### config.mk
export PLATFORM = sky130hd
export DESIGN_NAME = fetch_unit
export DESIGN_NICKNAME = d
export VERILOG_FILES = /design/src/rtl/fetch_unit.sv
export SDC_FILE = /design/constraint.sdc
export NUM_CORES = 1
export LEC_CHECK = 0
export CAP_MARGIN = 20
export CORE_MARGIN = 2
export CORE_UTILIZATION = 43
export DETAILED_ROUTE_END_ITERATION = 8
export PLACE_DENSITY = 0.84
export SETUP_SLACK_MARGIN = 0.5
export SLEW_MARGIN = 5
export SYNTH_ARGS = -nofsm -noshare
export SYNTH_HDL_FRONTEND = slang
export SYNTH_SLANG_ARGS = --single-unit
### constraint.sdc
create_clock -name i_clk -period 2 [get_ports i_clk]
set_input_delay 0.2 -clock i_clk [delete_from_list [all_inputs] [get_ports i_clk]]
set_output_delay 0.2 -clock i_clk [all_outputs]
set_load 0.005 [all_outputs]
### src/rtl/fetch_unit.sv
// Instruction-fetch stage with IF/ID pipeline register: owns the PC, drives synchronous imem,
// applies hazard-unit holds and ID-stage redirects, and raises a stall while the first read lands.
module fetch_unit #(
    parameter logic [31:0] RESET_ADDR        = 32'h0000_0000,
    parameter int unsigned RESET_WAIT_CYCLES = 1,
    parameter logic [31:0] NOP_INST          = 32'h0000_0013
) (
    input  logic        i_clk,
    input  logic        i_rst_n,
    input  logic        i_stall_pc,
    input  logic        i_stall_if_id,
    input  logic        i_redirect,
    input  logic [31:0] i_redirect_target,
    output logic [31:0] o_imem_raddr,
    output logic        o_imem_ren,
    input  logic [31:0] i_imem_rdata,
    output logic [31:0] o_if_id_inst,
    output logic [31:0] o_if_id_pc,
    output logic [31:0] o_if_id_pc4,
    output logic        o_if_id_valid,
    output logic        o_rst_stall,
    output logic        o_misaligned,
    output logic [31:0] o_fetch_count
);

    localparam logic [0:0] StWait   = 1'b0;
    localparam logic [0:0] StRun    = 1'b1;
    localparam logic [3:0] WaitLast = 4'(RESET_WAIT_CYCLES - 1);

    logic [0:0]  r_state;
    logic [3:0]  r_wait_cnt;
    logic [31:0] r_pc;
    logic [31:0] r_inst;
    logic [31:0] r_id_pc;
    logic [31:0] r_id_pc4;
    logic        r_valid;
    logic        r_misaligned;
    logic [31:0] r_fetch_count;

    logic        w_wait;
    logic [31:0] w_pc4;
    logic [31:0] w_next_pc;
    logic        w_load_inst;
    logic        w_load_bubble;

    assign w_wait = (r_state == StWait);
    assign w_pc4  = r_pc + 32'd4;

    // Redirect beats the PC hold; a held PC re-reads the same word so rdata stays stable.
    always_comb begin
        w_next_pc = w_pc4;
        if (w_wait) begin
            w_next_pc = RESET_ADDR;
        end else if (i_redirect) begin
            w_next_pc = {i_redirect_target[31:2], 2'b00};
        end else if (i_stall_pc) begin
            w_next_pc = r_pc;
        end
    end

    assign w_load_inst   = !i_stall_if_id && !w_wait && !i_redirect;
    assign w_load_bubble = !i_stall_if_id && (w_wait || i_redirect);

    always_ff @(posedge i_clk or negedge i_rst_n) begin
        if (!i_rst_n) begin
            r_state    <= StWait;
            r_wait_cnt <= 4'd0;
        end else if (w_wait) begin
            if (r_wait_cnt == WaitLast) begin
                r_state <= StRun;
            end else begin
                r_wait_cnt <= r_wait_cnt + 4'd1;
            end
        end
    end

    always_ff @(posedge i_clk or negedge i_rst_n) begin
        if (!i_rst_n) begin
            r_pc <= RESET_ADDR;
        end else begin
            r_pc <= w_next_pc;
        end
    end

    always_ff @(posedge i_clk or negedge i_rst_n) begin
        if (!i_rst_n) begin
            r_inst        <= NOP_INST;
            r_id_pc       <= 32'd0;
            r_id_pc4      <= 32'd0;
            r_valid       <= 1'b0;
            r_fetch_count <= 32'd0;
        end else if (w_load_bubble) begin
            r_inst  <= NOP_INST;
            r_valid <= 1'b0;
        end else if (w_load_inst) begin
            r_inst        <= i_imem_rdata;
            r_id_pc       <= r_pc;
            r_id_pc4      <= w_pc4;
            r_valid       <= 1'b1;
            r_fetch_count <= r_fetch_count + 32'd1;
        end
    end

    always_ff @(posedge i_clk or negedge i_rst_n) begin
        if (!i_rst_n) begin
            r_misaligned <= 1'b0;
        end else if (!w_wait && i_redirect && (i_redirect_target[1:0] != 2'b00)) begin
            r_misaligned <= 1'b1;
        end
    end

    assign o_imem_raddr  = w_next_pc;
    assign o_imem_ren    = i_rst_n;
    assign o_rst_stall   = w_wait;
    assign o_if_id_inst  = r_inst;
    assign o_if_id_pc    = r_id_pc;
    assign o_if_id_pc4   = r_id_pc4;
    assign o_if_id_valid = r_valid;
    assign o_misaligned  = r_misaligned;
    assign o_fetch_count = r_fetch_count;

endmodule

==> results of run 1 <==
-- report_power, final --
group,switching (W),internal (W),total (W)
combinational,0.00157,0.00168,0.00325
clock,0.00163,0.00218,0.00382
sequential,0.000301,0.00369,0.00399
total,0.00350,0.00755,0.0111
-- timing repair --
action / CTS / global route
cloned: 24 / 2
pin swaps: 134 / 141
setup endpoints to repair: 290 / 221
hold buffers: 1 / 0
gates resized for setup: 498 / 241
setup buffers: 123 / 51
hold endpoints to repair: 162 / 0
-- worst max path at each step --
stage	cells after the start	from	slack [ns]	end
3_5_place_dp	7	i_stall_pc	-0.73	o_imem_raddr[24]
3_3_place_gp	7	i_stall_pc	-0.67	o_imem_raddr[24]
2_1_floorplan	6	r_pc[10]	0.17	o_imem_raddr[24]
5_1_grt	9	r_pc[8]	-0.70	o_imem_raddr[30]
4_1_cts	8	r_pc[3]	-0.52	o_imem_raddr[12]
6_report	8	r_pc[8]	-0.66	o_imem_raddr[20]
-- cells in the final DEF (no fill, tap or decap), types with 13 or more instances in the layout --
cell type / synthesis / layout
a21oi_1: 29 / 14
a21oi_2: 0 / 13
a22o_1: 29 / 29
buf_12: 0 / 17
buf_16: 0 / 24
buf_2: 6 / 30
buf_4: 8 / 178
buf_6: 3 / 86
clkbuf_16: 0 / 19
clkdlybuf4s50_1: 0 / 69
dfrtp_1: 162 / 154
dlygate4sd2_1: 0 / 96
dlymetal6s2s_1: 0 / 31
inv_1: 15 / 13
nand2_1: 157 / 75
nand2_2: 2 / 44
nand2_4: 0 / 40
nand4_1: 14 / 14
nor2_1: 42 / 19
nor2_4: 0 / 18
nor3_4: 1 / 22
o21ai_0: 54 / 24
o21ai_1: 3 / 26
xnor2_1: 71 / 45
xnor2_2: 0 / 26
xor2_1: 18 / 15
-- metrics by stage --
step	power, W	worst slack, ns	util, %	cells	hold slack [ns]
after global routing	0.01132	-0.6951	88.56	1501	0.3551
after global placement	0.005991	-0.6703	63.28	1267	0.3633
after floorplan	0.004695	0.1736	-	755	-0.09559
after detailed placement	0.006052	-0.7262	63.28	1267	0.3741
after CTS	0.01021	-0.5198	80.52	1447	0.3101
final	0.01106	-0.6649	88.56	1501	0.3538
-- cell type report --
type	count	share of cell area, %
repair buffers	541	36.23
multi-input cells	522	30.11
flip-flops and latches	165	27.14
clock buffers	19	2.902
well taps	225	1.844
clock inverters	13	1.369
inverters	15	0.3934
diodes	1	0.01639
-- per-layer routing --
layer / global-route usage [%] / part of all wire (%) / up-vias
met5: 0 / 0 / -
met4: 21.06 / 7.4 / 0
met3: 7.979 / 9.1 / 252
met2: 61.33 / 49 / 719
met1: 44.66 / 35 / 4474
li1: - / - / 3582
-- cell families (layout without fill, tap and decap cells) --
kind of cell             after synthesis  count (layout)  share of synthesized area, %
AO/OA/AOI/OAI                        121             121                         9.714
adder cells (fa/ha/maj)                4               4                        0.6643
multiplexers                           1               1                        0.1329
other                                  0               1                             0
buffers and inverters                 68             588                         4.500
flip-flops                           165             165                         54.85
AND/OR/NAND/NOR                      307             307                         19.79
XOR/XNOR                              89              89                         10.35
-- sequential cells by signal, indices dropped and copies added (netlist names), 4 cells and up --
register	count
o_if_id_pc	32
o_if_id_inst	32
r_pc	32
r_wait_cnt	4
o_fetch_count	32
o_if_id_pc4	30
==> metrics.md, run 1 <==
| Metric | Value |
|---|---|
| First drt pass iteration count | 5 |
| Die span in x | 136.4 um |
| Register area | 4143 um^2 |
| Top Ports | 233 |
| DP Area | 10,910 um^2 |
| Cells after synthesis | 755 |
| First-pass GRT wire length | 50,910 um |
| Async set or reset register ratio after synthesis | 100.0% |
| HPWL after detailed placement | 16,550 um |
| Arr. time, crit path | 2.46 ns |
| Die area | 18,600 um^2 |
| Critical-path cell list | buf_4 -> nand4b_1 -> or3_4 -> buf_6 -> nor3_4 -> xnor2_1 -> a21oi_1 -> buf_2 |
| Maximum vdd drop | 0.7725 mV |
| Unrepaired setup endpoints after global routing | true |
| Launching point of the worst reg2reg path | r_pc[10] |
| Syn Area/Cell | 9.980 um^2 |
| DR iter-0 viols | 887 |
| Slew HR | 51.37% |
| Slew Viols, Final | 0 |
| Violated checks | negative setup slack |
| Worst Path Buf+Inv | 3 |
| Ranking of synthesized cells by area | dfrtp_1 54%, xnor2_1 8.3%, nand2_1 7.8%, o21ai_0 3.6%, a22o_1 3.4% |
| Outcome | finished, violations left |
| Synth top area share | 53.80% |
| Final Cell Area | 15,260 um^2 |
| Sink Count | 165 |
| # H-tree levels | 4 |
| Most common library cells after synthesis | 162 x dfrtp_1, 157 x nand2_1, 71 x xnor2_1 |
| Fmax | 375.2 MHz |
| Worst Setup Path Type | reg2out |
| Synthesis-to-layout area growth | 102.6% |
| Core area | 17,240 um^2 |
| Root buffer cell | clkbuf_16 |
| Worst hold start | i_imem_rdata[16] |
| Clk_lat worst skew | 0.45 ns |
| Num CTS Buffers | 17 |
| Detailed-route DRC error count | 0 |
| Final ANT Viol Nets | 0 |
| Max Cap Viol | 0 |
| Post-synth cell types | 50 |
| Number of enable flip-flop cells after synthesis | 0 |
| Clock Path Buffers | 2 |
| Routability cong. | 0.8970 |
| Leak Pwr | 7.829 nW |
| Routed WL | 41,650 um |
| Final Hold Viols | 0 |
| Yosys Warn Count | 0 |
| Sequential-to-total area share from yosys stat | 54.85% |
| Vias | 9,027 |
| CP peak stage delay | 0.45 ns |
| Crit end category | output port |
| Worst Reg-to-Reg Cells | 8 |
| Cell Pwr Density | 724.4 nW/um^2 |
| Die height | 136.4 um |
| Yosys reg bits | 165 |
| Cell area after synthesis | 7535 um^2 |
| CP Max Fanout | 3 |
| Site Rows | 48 |
| FF-to-FF setup slack | -0.15 ns |
| Clock-pin slew of the registers on the worst-case setup and hold paths | 0.08 ns |
| Detail-routed via count per cell | 6.014 |
| Final Cycle Share | 133.2% |
| IO Port Bufs | 232 |
| Share of layout cells above drive strength 1 | 49.02% |
| TritonCTS clock tree | yes |
| Fillers | 677 |
| CP max-delay cell | or3_4 |
| Largest net degree at the start of global routing | 117 |
| GRT Util Overall | 37.01% |
| Critical Path RT | 1.80 ns |
| Vias in the first global route | 8,705 |
| Worst slew pin tran | 0.7295 ns |
| Hold Path End | o_if_id_inst[16] |
| Min-delay worst type | in2reg |
| Biggest area consumer among synthesized cells | dfrtp_1 |
| WHS Path Cells | 2 |
| Clock skew | 0.01885 ns |
| Initial Utilization | 43.71% |
| Reg2reg end | o_if_id_pc4[18] |
| Worst setup margin | -0.6649 ns |
| Initial antenna violation count | 1 |
| Drt wl/cell | 27.75 um |
| Setup TNS Final | -13.12 ns |
| Top delay family on crit path | simple AND/OR/NAND/NOR gates |
| Final #Nets | 1,335 |
| CP Launch Type | flip-flop |
| Overflow after GRT | 0 |
| Most common cell in the netlist | dfrtp_1 |
| Area of the multi-input gates | 4596 um^2 |
| Final setup fails | 38 |
| Ys flop type | dfrtp_1 |
| Synthesized net count | 828 |
| Minimum clock period | 2.665 ns |
No activity file was read; power rests on OpenSTA's default activity.
==> inputs of run 2 (changes only) <==
--- a/config.mk
+++ b/config.mk
@@ -9,6 +9,7 @@
 export CORE_MARGIN = 2
 export CORE_UTILIZATION = 43
 export DETAILED_ROUTE_END_ITERATION = 8
+export MAX_ROUTING_LAYER = met4
 export PLACE_DENSITY = 0.84
 export SETUP_SLACK_MARGIN = 0.5
 export SLEW_MARGIN = 5
==> run 2 against run 1 <==
The run still ends with negative setup slack left. Hold slack improved by 0.0056 ns. Final cell count fell by 0.53%. Flip-flop and latch count unchanged. Global-route usage up 1.0 points. Sequential share of layout area is 0.14 points higher. Combinational power down 3%.
==> metrics.md, run 2 (synthesis results as in run 1) <==
| Metric | Value |
|---|---|
| Site Rows | 48 |
| CP peak stage delay | 0.44 ns |
| Minimum clock period | 2.689 ns |
| Synthesis-to-layout area growth | 101.6% |
| Routability cong. | 0.9122 |
| Final ANT Viol Nets | 0 |
| Largest net degree at the start of global routing | 117 |
| Clk_lat worst skew | 0.45 ns |
| Critical Path RT | 1.80 ns |
| Ant diodes | 0 |
| CP max-delay cell | or3_4 |
| GRT Util Overall | 38.04% |
| Sink Count | 165 |
| TritonCTS clock tree | yes |
| Final Hold Viols | 0 |
| DR iter-0 viols | 772 |
| Overall Power | 0.01096 W |
| Overflow after GRT | 0 |
| Fmax | 371.9 MHz |
| Routed WL | 40,280 um |
| Area of the multi-input gates | 4588 um^2 |
| # H-tree levels | 4 |
| Setup TNS Final | -13.88 ns |
| Vias in the first global route | 8,706 |
| Clock Path Buffers | 2 |
| Drt wl/cell | 26.98 um |
| Arr. time, crit path | 2.49 ns |
| Slew HR | 48.57% |
| Initial Utilization | 43.71% |
| Final #Nets | 1,328 |
| Max Cap Viol | 0 |
| First drt pass iteration count | 5 |
| IO Port Bufs | 232 |
| Clock-pin slew of the registers on the worst-case setup and hold paths | 0.08 ns |
| Vias | 8,915 |
| Final setup fails | 38 |
| Share of layout cells above drive strength 1 | 48.58% |
| Grt met3 use | 7.718% |
| DP Area | 10,910 um^2 |
| Top Ports | 233 |
| CP Max Fanout | 2 |
| Detail-routed via count per cell | 5.971 |
| Worst Path Buf+Inv | 4 |
| Worst setup margin | -0.6888 ns |
| Violated checks | negative setup slack |
| Final Cycle Share | 134.4% |
| Root buffer cell | clkbuf_16 |
| Detailed-route DRC error count | 0 |
| Pre-CTS setup slack | -0.7262 ns |
| Leak Pwr | 7.822 nW |
| Worst slew pin tran | 0.7715 ns |
| Fillers | 683 |
| Core area | 17,240 um^2 |
| Busiest grt layer | met2 |
| Crit end category | output port |
| GR Util met1 | 44.54% |
| CP Launch Type | flip-flop |
| Unrepaired setup endpoints after global routing | true |
| Final Cell Area | 15,190 um^2 |
| Grt met2 use | 61.73% |
| Worst Setup Path Type | reg2out |
| Initial antenna violation count | 0 |
| Final core occ | 88.11% |
| Most frequent cells in the layout | 173 x buf_4, 154 x dfrtp_1, 96 x dlygate4sd2_1, 84 x buf_6, 75 x nand2_1 |
| Register area | 4143 um^2 |
| HPWL after detailed placement | 16,550 um |
| Die span in x | 136.4 um |
| First-pass GRT wire length | 50,850 um |
| Min-delay worst type | in2reg |
| Cell Pwr Density | 721.8 nW/um^2 |
| Outcome | finished, violations left |
| Die height | 136.4 um |
| Critical-path cell list | buf_4 -> nand4b_1 -> or3_4 -> buf_6 -> buf_6 -> nor3_4 -> xnor2_1 -> a21oi_1 -> buf_2 |
| Die area | 18,600 um^2 |
| Clock skew | 0.01670 ns |
| Top delay family on crit path | simple AND/OR/NAND/NOR gates |
| Most common cell after layout, fill and taps aside | buf_4 |
| Maximum vdd drop | 0.7760 mV |
| Most frequent CP cell | buf_6 |
| Slew Viols, Final | 0 |
| Num CTS Buffers | 17 |
-- run 2: cell types whose count changed in the layout (fill, tap and decap cells not counted), sizes merged --
| cell | delta |
|---|---|
| buf | -7 |
| clkdlybuf4s50 | -1 |
| diode | -1 |
| dlymetal6s2s | +1 |
-- run 2: final cells by class --
class / instances / area share, %
repair buffers: 534 / 35.97
multi-input cells: 522 / 30.21
clock buffers: 19 / 2.916
flip-flops and latches: 165 / 27.28
well taps: 225 / 1.854
inverters: 15 / 0.3955
clock inverters: 13 / 1.376
-- run 2: worst paths after layout --
kind	cells past startpoint	slack, ns	to	start
worst max-delay path	9	-0.69	o_imem_raddr[30]	r_pc[8]
worst max register to register	8	-0.11	r_pc[31]	r_pc[7]
min in group asynchronous	3	0.43	o_fetch_count[11]	i_rst_n
max in group asynchronous	3	0.86	r_pc[18]	i_rst_n
worst min register to register	2	0.47	o_if_id_inst[1]	o_if_id_inst[1]
worst min-delay path	2	0.36	o_if_id_inst[16]	i_imem_rdata[16]
-- run 2: per-layer routing --
| layer | share of wire (%) | vias to the layer above |
|---|---|---|
| met2 | 48 | 688 |
| met5 | 0 | - |
| met3 | 9.0 | 273 |
| met4 | 7.7 | 0 |
| li1 | - | 3569 |
| met1 | 35 | 4385 |
-- run 2: where the power goes --
| group | switching, W | leakage (nW) | internal, W | total (W) |
|---|---|---|---|---|
| clock network | 0.00164 | 0.321 | 0.00218 | 0.00382 |
| logic | 0.00152 | 5.46 | 0.00163 | 0.00315 |
| registers | 0.000300 | 2.04 | 0.00369 | 0.00399 |
-- run 2: through the flow --
step / hold WS (ns) / std cells
after detailed placement: 0.3741 / 1267
after CTS: 0.3101 / 1447
after global routing: 0.3578 / 1493
after floorplan: -0.09559 / 755
final: 0.3594 / 1493
after global placement: 0.3633 / 1267
-- run 2: timing repair --
action	in CTS	in global routing
setup endpoints to repair	290	221
endpoints found under the hold margin	162	0
cloned	24	2
gates resized for setup	498	235
pin swaps	134	139
hold buffers	1	0
buffers inserted	123	44
